$ cat src/rtl/seven_seg_pkg.sv
// Shared constants and types for the four-digit seven-segment scanner.
// Segment patterns are active-low {g,f,e,d,c,b,a}.
package seven_seg_pkg;

  typedef logic [1:0] digit_idx_t;

  localparam logic [6:0] SEG_0     = 7'h40;
  localparam logic [6:0] SEG_1     = 7'h79;
  localparam logic [6:0] SEG_2     = 7'h24;
  localparam logic [6:0] SEG_3     = 7'h30;
  localparam logic [6:0] SEG_4     = 7'h19;
  localparam logic [6:0] SEG_5     = 7'h12;
  localparam logic [6:0] SEG_6     = 7'h02;
  localparam logic [6:0] SEG_7     = 7'h78;
  localparam logic [6:0] SEG_8     = 7'h00;
  localparam logic [6:0] SEG_9     = 7'h10;
  localparam logic [6:0] SEG_DASH  = 7'h3F;
  localparam logic [6:0] SEG_BLANK = 7'h7F;

  localparam logic [3:0] AN_OFF    = 4'hF;

  // Active-low one-cold anode pattern for the given digit slot.
  function automatic logic [3:0] anode_on(digit_idx_t idx);
    return ~(4'b0001 << idx);
  endfunction

endpackage

$ cat src/rtl/seven_seg_scan_if.sv
// Bus between the BCD producer and the display scanner.
// LOAD is a one-cycle strobe with no back-pressure: BCDIN/DPIN are captured on every cycle LOAD is high.
interface seven_seg_scan_if;
  logic        LOAD;
  logic [15:0] BCDIN;
  logic [3:0]  DPIN;
  logic [6:0]  SEG;
  logic        DP;
  logic [3:0]  AN;
  logic        FRAME;

  modport master (output LOAD, BCDIN, DPIN, input SEG, DP, AN, FRAME);
  modport slave  (input LOAD, BCDIN, DPIN, output SEG, DP, AN, FRAME);
endinterface

$ cat src/rtl/bcd_to_seg.sv
// Combinational BCD nibble to active-low seven-segment pattern.
// Non-decimal nibbles show a dash.
module bcd_to_seg
  import seven_seg_pkg::*;
(
  input  logic [3:0] nibble,
  output logic [6:0] seg
);

  always_comb begin
    seg = SEG_DASH;
    case (nibble)
      4'd0: seg = SEG_0;
      4'd1: seg = SEG_1;
      4'd2: seg = SEG_2;
      4'd3: seg = SEG_3;
      4'd4: seg = SEG_4;
      4'd5: seg = SEG_5;
      4'd6: seg = SEG_6;
      4'd7: seg = SEG_7;
      4'd8: seg = SEG_8;
      4'd9: seg = SEG_9;
      default: seg = SEG_DASH;
    endcase
  end

endmodule

$ cat src/rtl/seven_seg_scan.sv
// Four-digit multiplexed common-anode display driver with pending/display double buffer and anode guard.
// Define SEVEN_SEG_SCAN_BLANK_EN to blank leading zeros on the upper three digits.
module seven_seg_scan
  import seven_seg_pkg::*;
#(
  parameter int REFRESH_DIV = 100000,
  parameter int GUARD       = 16
)(
  input  logic            CLK,
  input  logic            RST,
  seven_seg_scan_if.slave bus
);

  localparam int CW = (REFRESH_DIV > 1) ? $clog2(REFRESH_DIV) : 1;

  logic [CW-1:0] cnt;
  digit_idx_t    idx;
  logic [15:0]   pend_bcd;
  logic [3:0]    pend_dp;
  logic          pend_flag;
  logic [15:0]   disp_bcd;
  logic [3:0]    disp_dp;

  logic [6:0]    seg_q;
  logic          dp_q;
  logic [3:0]    an_q;
  logic          frame_q;

  logic          last;
  logic          boundary;
  logic          in_guard;
  logic [3:0]    nib;
  logic [6:0]    dec_seg;
  logic [3:0]    blank;

  always_comb begin
    last     = (cnt == CW'(REFRESH_DIV - 1));
    boundary = last && (idx == 2'd3);
    in_guard = (cnt < CW'(GUARD));
    nib      = disp_bcd[{idx, 2'b00} +: 4];
  end

`ifdef SEVEN_SEG_SCAN_BLANK_EN
  // A digit blanks only when it and every digit to its left are zero; ones always shows.
  always_comb begin
    blank    = 4'b0000;
    blank[3] = (disp_bcd[15:12] == 4'd0);
    blank[2] = blank[3] && (disp_bcd[11:8] == 4'd0);
    blank[1] = blank[2] && (disp_bcd[7:4] == 4'd0);
    blank[0] = 1'b0;
  end
`else
  assign blank = 4'b0000;
`endif

  bcd_to_seg u_dec (
    .nibble (nib),
    .seg    (dec_seg)
  );

  always_ff @(posedge CLK or posedge RST) begin
    if (RST) begin
      cnt       <= '0;
      idx       <= '0;
      pend_bcd  <= '0;
      pend_dp   <= '0;
      pend_flag <= 1'b0;
      disp_bcd  <= '0;
      disp_dp   <= '0;
      seg_q     <= SEG_BLANK;
      dp_q      <= 1'b1;
      an_q      <= AN_OFF;
      frame_q   <= 1'b0;
    end else begin
      cnt     <= last ? '0 : cnt + CW'(1);
      if (last) idx <= idx + 2'd1;
      frame_q <= 1'b0;

      // A LOAD landing on the boundary bypasses pending so it is not held a whole extra frame.
      if (boundary) begin
        if (bus.LOAD) begin
          disp_bcd  <= bus.BCDIN;
          disp_dp   <= bus.DPIN;
          pend_flag <= 1'b0;
          frame_q   <= 1'b1;
        end else if (pend_flag) begin
          disp_bcd  <= pend_bcd;
          disp_dp   <= pend_dp;
          pend_flag <= 1'b0;
          frame_q   <= 1'b1;
        end
      end else if (bus.LOAD) begin
        pend_bcd  <= bus.BCDIN;
        pend_dp   <= bus.DPIN;
        pend_flag <= 1'b1;
      end

      if (in_guard) begin
        an_q  <= AN_OFF;
        seg_q <= SEG_BLANK;
        dp_q  <= 1'b1;
      end else begin
        an_q  <= anode_on(idx);
        seg_q <= blank[idx] ? SEG_BLANK : dec_seg;
        dp_q  <= ~disp_dp[idx];
      end
    end
  end

  assign bus.SEG   = seg_q;
  assign bus.DP    = dp_q;
  assign bus.AN    = an_q;
  assign bus.FRAME = frame_q;

endmodule

$ cat src/flat_wrapper.sv
// flat-port wrapper written by rule: the top's interface ports become plain ports
module seven_seg_scan_flat import seven_seg_pkg::*;
#(
  parameter int REFRESH_DIV = 100000,
  parameter int GUARD       = 16
)
  (CLK, RST, bus_LOAD, bus_BCDIN, bus_DPIN, bus_SEG, bus_DP, bus_AN, bus_FRAME);
  seven_seg_scan_if bus_i ();
  input  logic CLK;
  input  logic RST;
  input wire logic [$bits(bus_i.LOAD)-1:0] bus_LOAD;
  input wire logic [$bits(bus_i.BCDIN)-1:0] bus_BCDIN;
  input wire logic [$bits(bus_i.DPIN)-1:0] bus_DPIN;
  output wire logic [$bits(bus_i.SEG)-1:0] bus_SEG;
  output wire logic [$bits(bus_i.DP)-1:0] bus_DP;
  output wire logic [$bits(bus_i.AN)-1:0] bus_AN;
  output wire logic [$bits(bus_i.FRAME)-1:0] bus_FRAME;
  assign bus_i.LOAD = bus_LOAD;
  assign bus_i.BCDIN = bus_BCDIN;
  assign bus_i.DPIN = bus_DPIN;
  assign bus_SEG = bus_i.SEG;
  assign bus_DP = bus_i.DP;
  assign bus_AN = bus_i.AN;
  assign bus_FRAME = bus_i.FRAME;
  seven_seg_scan #(.REFRESH_DIV(REFRESH_DIV), .GUARD(GUARD)) u_core (.CLK(CLK), .RST(RST), .bus(bus_i));
endmodule
$ cat config.mk
export PLATFORM = sky130hd
export DESIGN_NAME = seven_seg_scan_flat
export DESIGN_NICKNAME = d
export VERILOG_FILES = /design/src/rtl/seven_seg_pkg.sv /design/src/rtl/seven_seg_scan_if.sv /design/src/rtl/bcd_to_seg.sv /design/src/rtl/seven_seg_scan.sv /design/src/flat_wrapper.sv
export SDC_FILE = /design/constraint.sdc
export NUM_CORES = 1
export LEC_CHECK = 0
export CORE_AREA = 3 3 82 84
export DETAILED_ROUTE_END_ITERATION = 12
export DIE_AREA = 0 0 85 87
export PLACE_DENSITY = 0.89
export SLEW_MARGIN = 5
export SYNTH_ARGS = -nofsm -noshare
export SYNTH_HDL_FRONTEND = slang
export SYNTH_SLANG_ARGS = --single-unit
$ cat constraint.sdc
create_clock -name CLK -period 3.9 [get_ports CLK]
set_clock_uncertainty 0.15 [all_clocks]
set_input_delay 1.17 -clock CLK [delete_from_list [all_inputs] [get_ports CLK]]
set_output_delay 1.17 -clock CLK [all_outputs]
set_load 0.02 [all_outputs]
==> impl_results.md, run 1 <==
- Status: finished, final reports clean
- Crit path buffers/inverters: 1
- Area share of fa/ha/maj cells after synthesis: 0.0404
- Design Area, Final: about 4000 sq um
- Synth Area in Compound Gates: 0.125
- Mean Syn Cell Area: about 12 sq um
- CORE AREA: 5990 sq um
- FFs w/ async S/R, synth: 1.00
- Number of DRC markers in iteration 0: around 150
- Worst Hold Class: reg2reg
- Syn Std Cell Area: ~3400 sq um
- Min Hold Slack: around 340 ps
- Post-CTS setup buffer count: 0
- Max Cap Viol: 0
- Die Height: 87 um
- GPL Wtd Cong: approximately 0.8
- Post-synthesis simple-gate area fraction: 0.120
- Main synth FF type: dfrtp_1
- # diodes: 0
- Finish-stage setup viols: 0
- Detailed Place HPWL: between 4000 and 5000 um
- Num CTS Buffers: 9
- Post-layout min period: 2790 ps
- Routed wire length: roughly 6400 um
- Root Driver: clkbuf_8
- Share of post-route cells with drive strength above 1: 0.138
- Post-DRT Antenna Nets: 0
- Post-synthesis mux area share: 0.0992
- Port buffer count: 35
- Setup TNS: 0 ps
- Initial antenna violation count: 0
- Initial Utilization: 0.568
- Max Clk Rate: 359 MHz
- Clock transition at path regs: ~80 ps
- Crit start category: flip-flop
- Vias in the first global route: around 2,300
- Cell variety after synth: 39
- Fin. max-slew vios: 0
- Worst path slowest cell: clkdlybuf4s50_1
- GRT Util Overall: 0.191
- Crit Path Category: reg2out
- Pwr dens: approximately 400 nW/um^2
- Clock Latency Late Sink: approximately 350 ps
- Vias per cell: 5.74
- Yosys reg bits: 73
- Largest net degree at the start of global routing: 35
- XOR/XNOR share of the synthesized area: 0.0360
- Crit-path cells: clkdlybuf4s50_1
- Max clock buf depth: 2
- Worst path max stage delay: ~590 ps
- Flop-to-flop setup slack: between 1000 and 1500 ps
- TritonCTS sink count: 73
- Top Ports: 36
- DR WL/cell: roughly 16 um
- # rows: 28
- Pleak: ~1.7 nW
- CTS resizes: 0
- RSZ-0062 raised after global routing: no
- Die X-Extent: roughly 85 um
- Seq/Total Area, Yosys: 0.541
- Global-route wire length before repair: 10,900 um
- Drt drc: 0
- GRT overflow: 0
- Synth Instances: between 200 and 300
- Critical path data arrival time: ~1500 ps
- Worst slew pin tran: 675 ps
- Final #Nets: roughly 350
- WP data required: between 2000 and 3000 ps
- Dpl cell area: 3790 sq um
- CP delay by family, top: buffers and inverters
- Max transition margin: 0.549
- Final Hold Fails: 0
- CTS tree: done
- Post-CTS Hold Buffers: 0
- Crit path capture type: output port
- CP max FO: 1
- Synthesis warning total: 0
- Via Count: 2,295
- Largest family of logic cells by synthesized area: compound AO/OA/AOI/OAI gates
- CTS H-tree lvls: 3
- Synth Net Count: 320
- Die Area: ~7400 sq um
- EDFF count, synth: 0
- Final Cycle Share: 0.715
- Area delta synth->final: 18.0%
- DR pass1 iterations: 4
- Maximum vdd drop: ~0.00026 V
[layout by cell type (no fill, tap or decap), types with 3 or more instances in the layout]
cell             netlist  final
nor2b_1                3      3
clkdlybuf4s50_1        0     35
ha_1                  11     11
nor3_1                 3      3
xnor2_1                8      8
mux2_1                20     20
nand3_1               10     10
o21ai_0               10     10
o221a_2                3      3
nand2_1               21     21
and3_1                 3      3
clkbuf_8               0      9
dfstp_2               12     12
inv_1                 10      9
dfrtp_1               61     61
a22oi_1               13     13
o2bb2ai_1             16     16
xor2_1                 6      6
a21oi_1               10     10
nor2_1                19     19
and3b_1                3      3
nand4_1                6      6
mux4_2                 5      5
buf_4                  1      5
[stage by stage]
stage | std cells | worst slack [ps] | total power, mW | utilization
2_1_floorplan | 286 | 747 | 0.911 | -
3_3_place_gp | 384 | 959 | 0.964 | 0.633
3_5_place_dp | 384 | 928 | 0.969 | 0.633
4_1_cts | 400 | 1090 | 1.63 | 0.671
5_1_grt | 400 | 1020 | 1.68 | 0.671
6_report | 400 | 1110 | 1.62 | 0.671
[synth_stat cells (all sizes together) (3+ instances only)]
library cell | count | area [sq um]
nand4 | 6 | 37.5
clkbuf | 10 | 37.5
dfrtp | 61 | 1530
a21oi | 10 | 50.1
mux4 | 5 | 113
dfstp | 12 | 315
nor2b | 3 | 18.8
and3 | 3 | 18.8
and3b | 3 | 26.3
o21ai | 10 | 50.1
mux2 | 20 | 225
nand3 | 10 | 50.1
inv | 10 | 37.5
xnor2 | 8 | 70.1
nand2 | 22 | 85.1
nor2 | 19 | 71.3
ha | 11 | 138
buf | 7 | 56.3
nor3 | 3 | 15.0
xor2 | 6 | 52.6
o221a | 3 | 33.8
o2bb2ai | 16 | 140
a22oi | 13 | 97.6
[sequential cells by signal, indices dropped and copies added, names as in the netlist, 2 cells and up]
register	count
u_core.bus.AN	4
u_core.bus.SEG	7
u_core.cnt	17
u_core.disp_bcd	16
u_core.disp_dp	4
u_core.idx	2
u_core.pend_bcd	16
u_core.pend_dp	4
[area by class of cell]
class / count / area (sq um)
inverter: 10 / 37.5
clock inverter: 7 / 101
timing repair buffer: 40 / 388
multi-input combinational: 186 / 1430
clock buffer: 9 / 124
fill: 425 / 1970
tap: 75 / 93.8
sequential: 73 / 1840
[cell families after synthesis]
| kind of cell | count (synthesis) |
|---|---|
| AO/OA/AOI/OAI | 58 |
| XOR/XNOR | 14 |
| adder cells (fa/ha/maj) | 11 |
| AND/OR/NAND/NOR | 78 |
| buffers and inverters | 27 |
| flip-flops | 73 |
| multiplexers | 25 |
[report_power, final]
group | internal (mW) | switching, mW | total (mW)
combinational | 0.0707 | 0.0691 | 0.140
clock | 0.365 | 0.303 | 0.668
sequential | 0.798 | 0.0178 | 0.815
[routing by layer]
metal,part of all wire,global-route usage,vias to the layer above
met5,0,0,-
met4,0.024,0.109,0
met3,0.042,0.0350,15
met2,0.48,0.295,52
met1,0.46,0.254,1119
li1,-,-,1109
[final timing paths]
kind,start,end,cells after the start
worst max-delay path,u_core.bus.AN[3],bus_AN[3],1
worst min-delay path,u_core.disp_bcd[1],u_core.disp_bcd[1],1
worst max register to register,u_core.cnt[11],u_core.pend_bcd[0],6
worst min register to register,u_core.disp_bcd[1],u_core.disp_bcd[1],1
max in group asynchronous,RST,u_core.pend_bcd[0],3
min in group asynchronous,RST,u_core.cnt[14],2
Note: power is estimated with default switching activity, not from simulation.
==> run 2: changes to the inputs <==
--- a/config.mk
+++ b/config.mk
@@ -5,10 +5,10 @@
 export SDC_FILE = /design/constraint.sdc
 export NUM_CORES = 1
 export LEC_CHECK = 0
-export CORE_AREA = 3 3 82 84
+export CORE_AREA = 3 3 86 88
 export DETAILED_ROUTE_END_ITERATION = 12
-export DIE_AREA = 0 0 85 87
-export PLACE_DENSITY = 0.89
+export DIE_AREA = 0 0 89 91
+export PLACE_DENSITY = 0.86
 export SLEW_MARGIN = 5
 export SYNTH_ARGS = -nofsm -noshare
 export SYNTH_HDL_FRONTEND = slang
==> constraint.sdc (replaced) <==
create_clock -name CLK -period 2.5 [get_ports CLK]
set_clock_uncertainty 0.15 [all_clocks]
set_input_delay 0.75 -clock CLK [delete_from_list [all_inputs] [get_ports CLK]]
set_output_delay 0.75 -clock CLK [all_outputs]
set_load 0.02 [all_outputs]
==> run 2 against run 1 <==
Against the previous run:
- global-route usage fell by 1.4 points
- die area rose by 9.5%
- flip-flop and latch count did not move
- setup slack got worse by 970 ps
- highest routed layer unchanged
- register-to-register slack got worse by 1000 ps
- combinational power rose by 64%
- first-iteration DRC count fell by 24%
- critical endpoint is now bus_SEG[1]
- utilization fell by 6.5 points
- wire length rose by 3.4%
- clock-buffer cell count did not move
- non-clock buffer count rose by 9
- largest cell class unchanged
==> impl_results.md, run 2 (same netlist as run 1, synthesis figures left out) <==
- Status: finished, final reports clean
- Max FFs per register: 17 (unchanged)
- CTS resizes: 0 (unchanged)
- CP Capture Point: bus_SEG[1]
- Flop-to-flop setup slack: 150 ps (-1020 ps)
- Max clock buf depth: 2 (unchanged)
- Critical path data arrival time: 1460 ps (about the same)
- Hold path depth: 1 (unchanged)
- Vias per cell: 5.69 (-0.86%)
- Largest registers: u_core.cnt x17, u_core.disp_bcd x16, u_core.pend_bcd x16
- Root Driver: clkbuf_8
- CP delay by family, top: buffers and inverters
- CORE AREA: 6720 sq um (+12%)
- Fillers: 517 (+22%)
- Num CTS Buffers: 9 (unchanged)
- Min Hold Slack: 339 ps (-2.13 ps)
- # rows: 30 (+7.1%)
- Pwr dens: 566 nW/um^2 (+40%)
- Largest net degree at the start of global routing: 28 (-20%)
- CTS H-tree lvls: 3 (unchanged)
- Finish-stage setup viols: 0 (unchanged)
- Post-CTS setup buffer count: 0 (unchanged)
- GRT overflow: 0 (unchanged)
- Top Ports: 36 (unchanged)
- Max transition margin: 0.622 (+0.0731)
- Clock Latency Late Sink: 340 ps (about the same)
- Crit Path Category: reg2out
- Commonest non-fill, non-tap cell in the layout: dfrtp_1
- Post-DRT Antenna Nets: 0 (unchanged)
- Pleak: 1.75 nW (+1.8%)
- Crit start category: flip-flop
- Global-route wire length before repair: 11,000 um (+1.0%)
- Die Area: 8100 sq um (+9.5%)
- Die X-Extent: 89 um (+4.7%)
- Maximum vdd drop: 0.000487 V (+89%)
- Crit-path cells: clkdlybuf4s50_1
- Max Clk Rate: ~420 MHz
- Area delta synth->final: 19.4%
- # diodes: 0 (unchanged)
- Via Count: 2,355 (+2.6%)
- Detailed Place HPWL: 4750 um (+12%)
- Clock transition at path regs: 80 ps (about the same)
- TritonCTS sink count: 73 (unchanged)
- Die Height: 91 um (+4.6%)
- FF-to-FF path depth: 5 (-1)
- RSZ-0062 raised after global routing: no
- Initial antenna violation count: 0 (unchanged)
- CTS tree: done
- Fin. max-slew vios: 0 (unchanged)
- Post-CTS Hold Buffers: 0 (unchanged)
- DR pass1 iterations: 4 (unchanged)
- Worst path max stage delay: 590 ps (about the same)
- CP startpoint: u_core.bus.SEG[1]
- GRT Util Overall: 0.177 (-0.0136)
- DP Worst Slack: 126 ps (-802 ps)
- Number of DRC markers in iteration 0: 111 (-24%)
- GPL Wtd Cong: 0.835 (+7.0%)
- Final worst slack: 142 ps (-971 ps)
- Initial Utilization: 0.507 (-0.0616)
- Final Cycle Share: 0.943
- Most frequent cells in the layout: dfrtp_1, clkdlybuf4s50_1, nand2_1
- Drt drc: 0 (unchanged)
- WP data required: 1600 ps (-980 ps)
- Setup TNS: 0 ps (unchanged)
- Routed wire length: 6580 um (+3.4%)
- Post-layout min period: between 2000 and 2500 ps
- Worst Hold Class: reg2reg
- Worst R2R End: u_core.disp_bcd[15]
- Final Hold Fails: 0 (unchanged)
- Levels on crit path: 1 (unchanged)
- Largest reg by FF count: u_core.cnt
- Crit path capture type: output port
- CP max FO: 1 (unchanged)
- Share of post-route cells with drive strength above 1: 0.165 (+0.0262)
- Max Cap Viol: 0 (unchanged)
- Vias in the first global route: 2,312 (+1.3%)
- Worst r2r src: u_core.cnt[12]
- Crit path buffers/inverters: 1 (unchanged)
- Worst path slowest cell: clkdlybuf4s50_1
- Port buffer count: 35 (unchanged)
- Worst slew pin tran: 565 ps (-110 ps)
- Final #Nets: 363 (+2.5%)
- DR WL/cell: 15.9 um (-0.13%)
## run 2: how the worst min path moves through the flow
stage | start | end
after floorplan | u_core.disp_bcd[10] | u_core.disp_bcd[10]
after global placement | u_core.cnt[0] | u_core.cnt[0]
after detailed placement | u_core.disp_bcd[3] | u_core.disp_bcd[3]
after CTS | u_core.disp_bcd[3] | u_core.disp_bcd[3]
after global routing | u_core.disp_bcd[4] | u_core.disp_bcd[4]
final | u_core.pend_bcd[13] | u_core.pend_bcd[13]
## run 2: where the power goes
group          total [mW]  switching [mW]  internal [mW]
combinational       0.229           0.111          0.118
clock               0.800           0.443          0.357
sequential           1.27          0.0262           1.24
total                2.30           0.580           1.72
## run 2: per-layer routing
metal / part of all wire / up-vias / wire, um / global-route usage
met2: 0.48 / 67 / 3170 / 0.267
li1: - / 1117 / - / -
met1: 0.45 / 1163 / 2970 / 0.246
met3: 0.051 / 8 / 336 / 0.0472
met5: 0 / - / 0 / 0
met4: 0.016 / 0 / 104 / 0.0645
## run 2: through the flow
step	cell area, sq um	util	instances	power [mW]
3_5_place_dp	3890	0.580	398	1.52
2_1_floorplan	3410	-	286	1.42
5_1_grt	4070	0.605	414	2.40
3_3_place_gp	3890	0.580	398	1.51
6_report	4070	0.605	414	2.30
4_1_cts	4070	0.605	414	2.32
## run 2: final cells by class
| class | instances | area [sq um] | share of cell area |
|---|---|---|---|
| clock buffers | 9 | 124 | 0.0305 |
| clock inverters | 7 | 47.5 | 0.0117 |
| inverters | 10 | 41.3 | 0.0102 |
| multi-input cells | 186 | 1430 | 0.352 |
| flip-flops and latches | 73 | 1840 | 0.453 |
| well taps | 80 | 100 | 0.0246 |
| repair buffers | 49 | 480 | 0.118 |
## run 2: worst reg2reg max path, cell delays in order (launching register included)
cell       delay (ps)
dfrtp_1           410
or4_4             540
nor4_4            250
nand4_1           200
or2_2             490
o2bb2ai_1         180
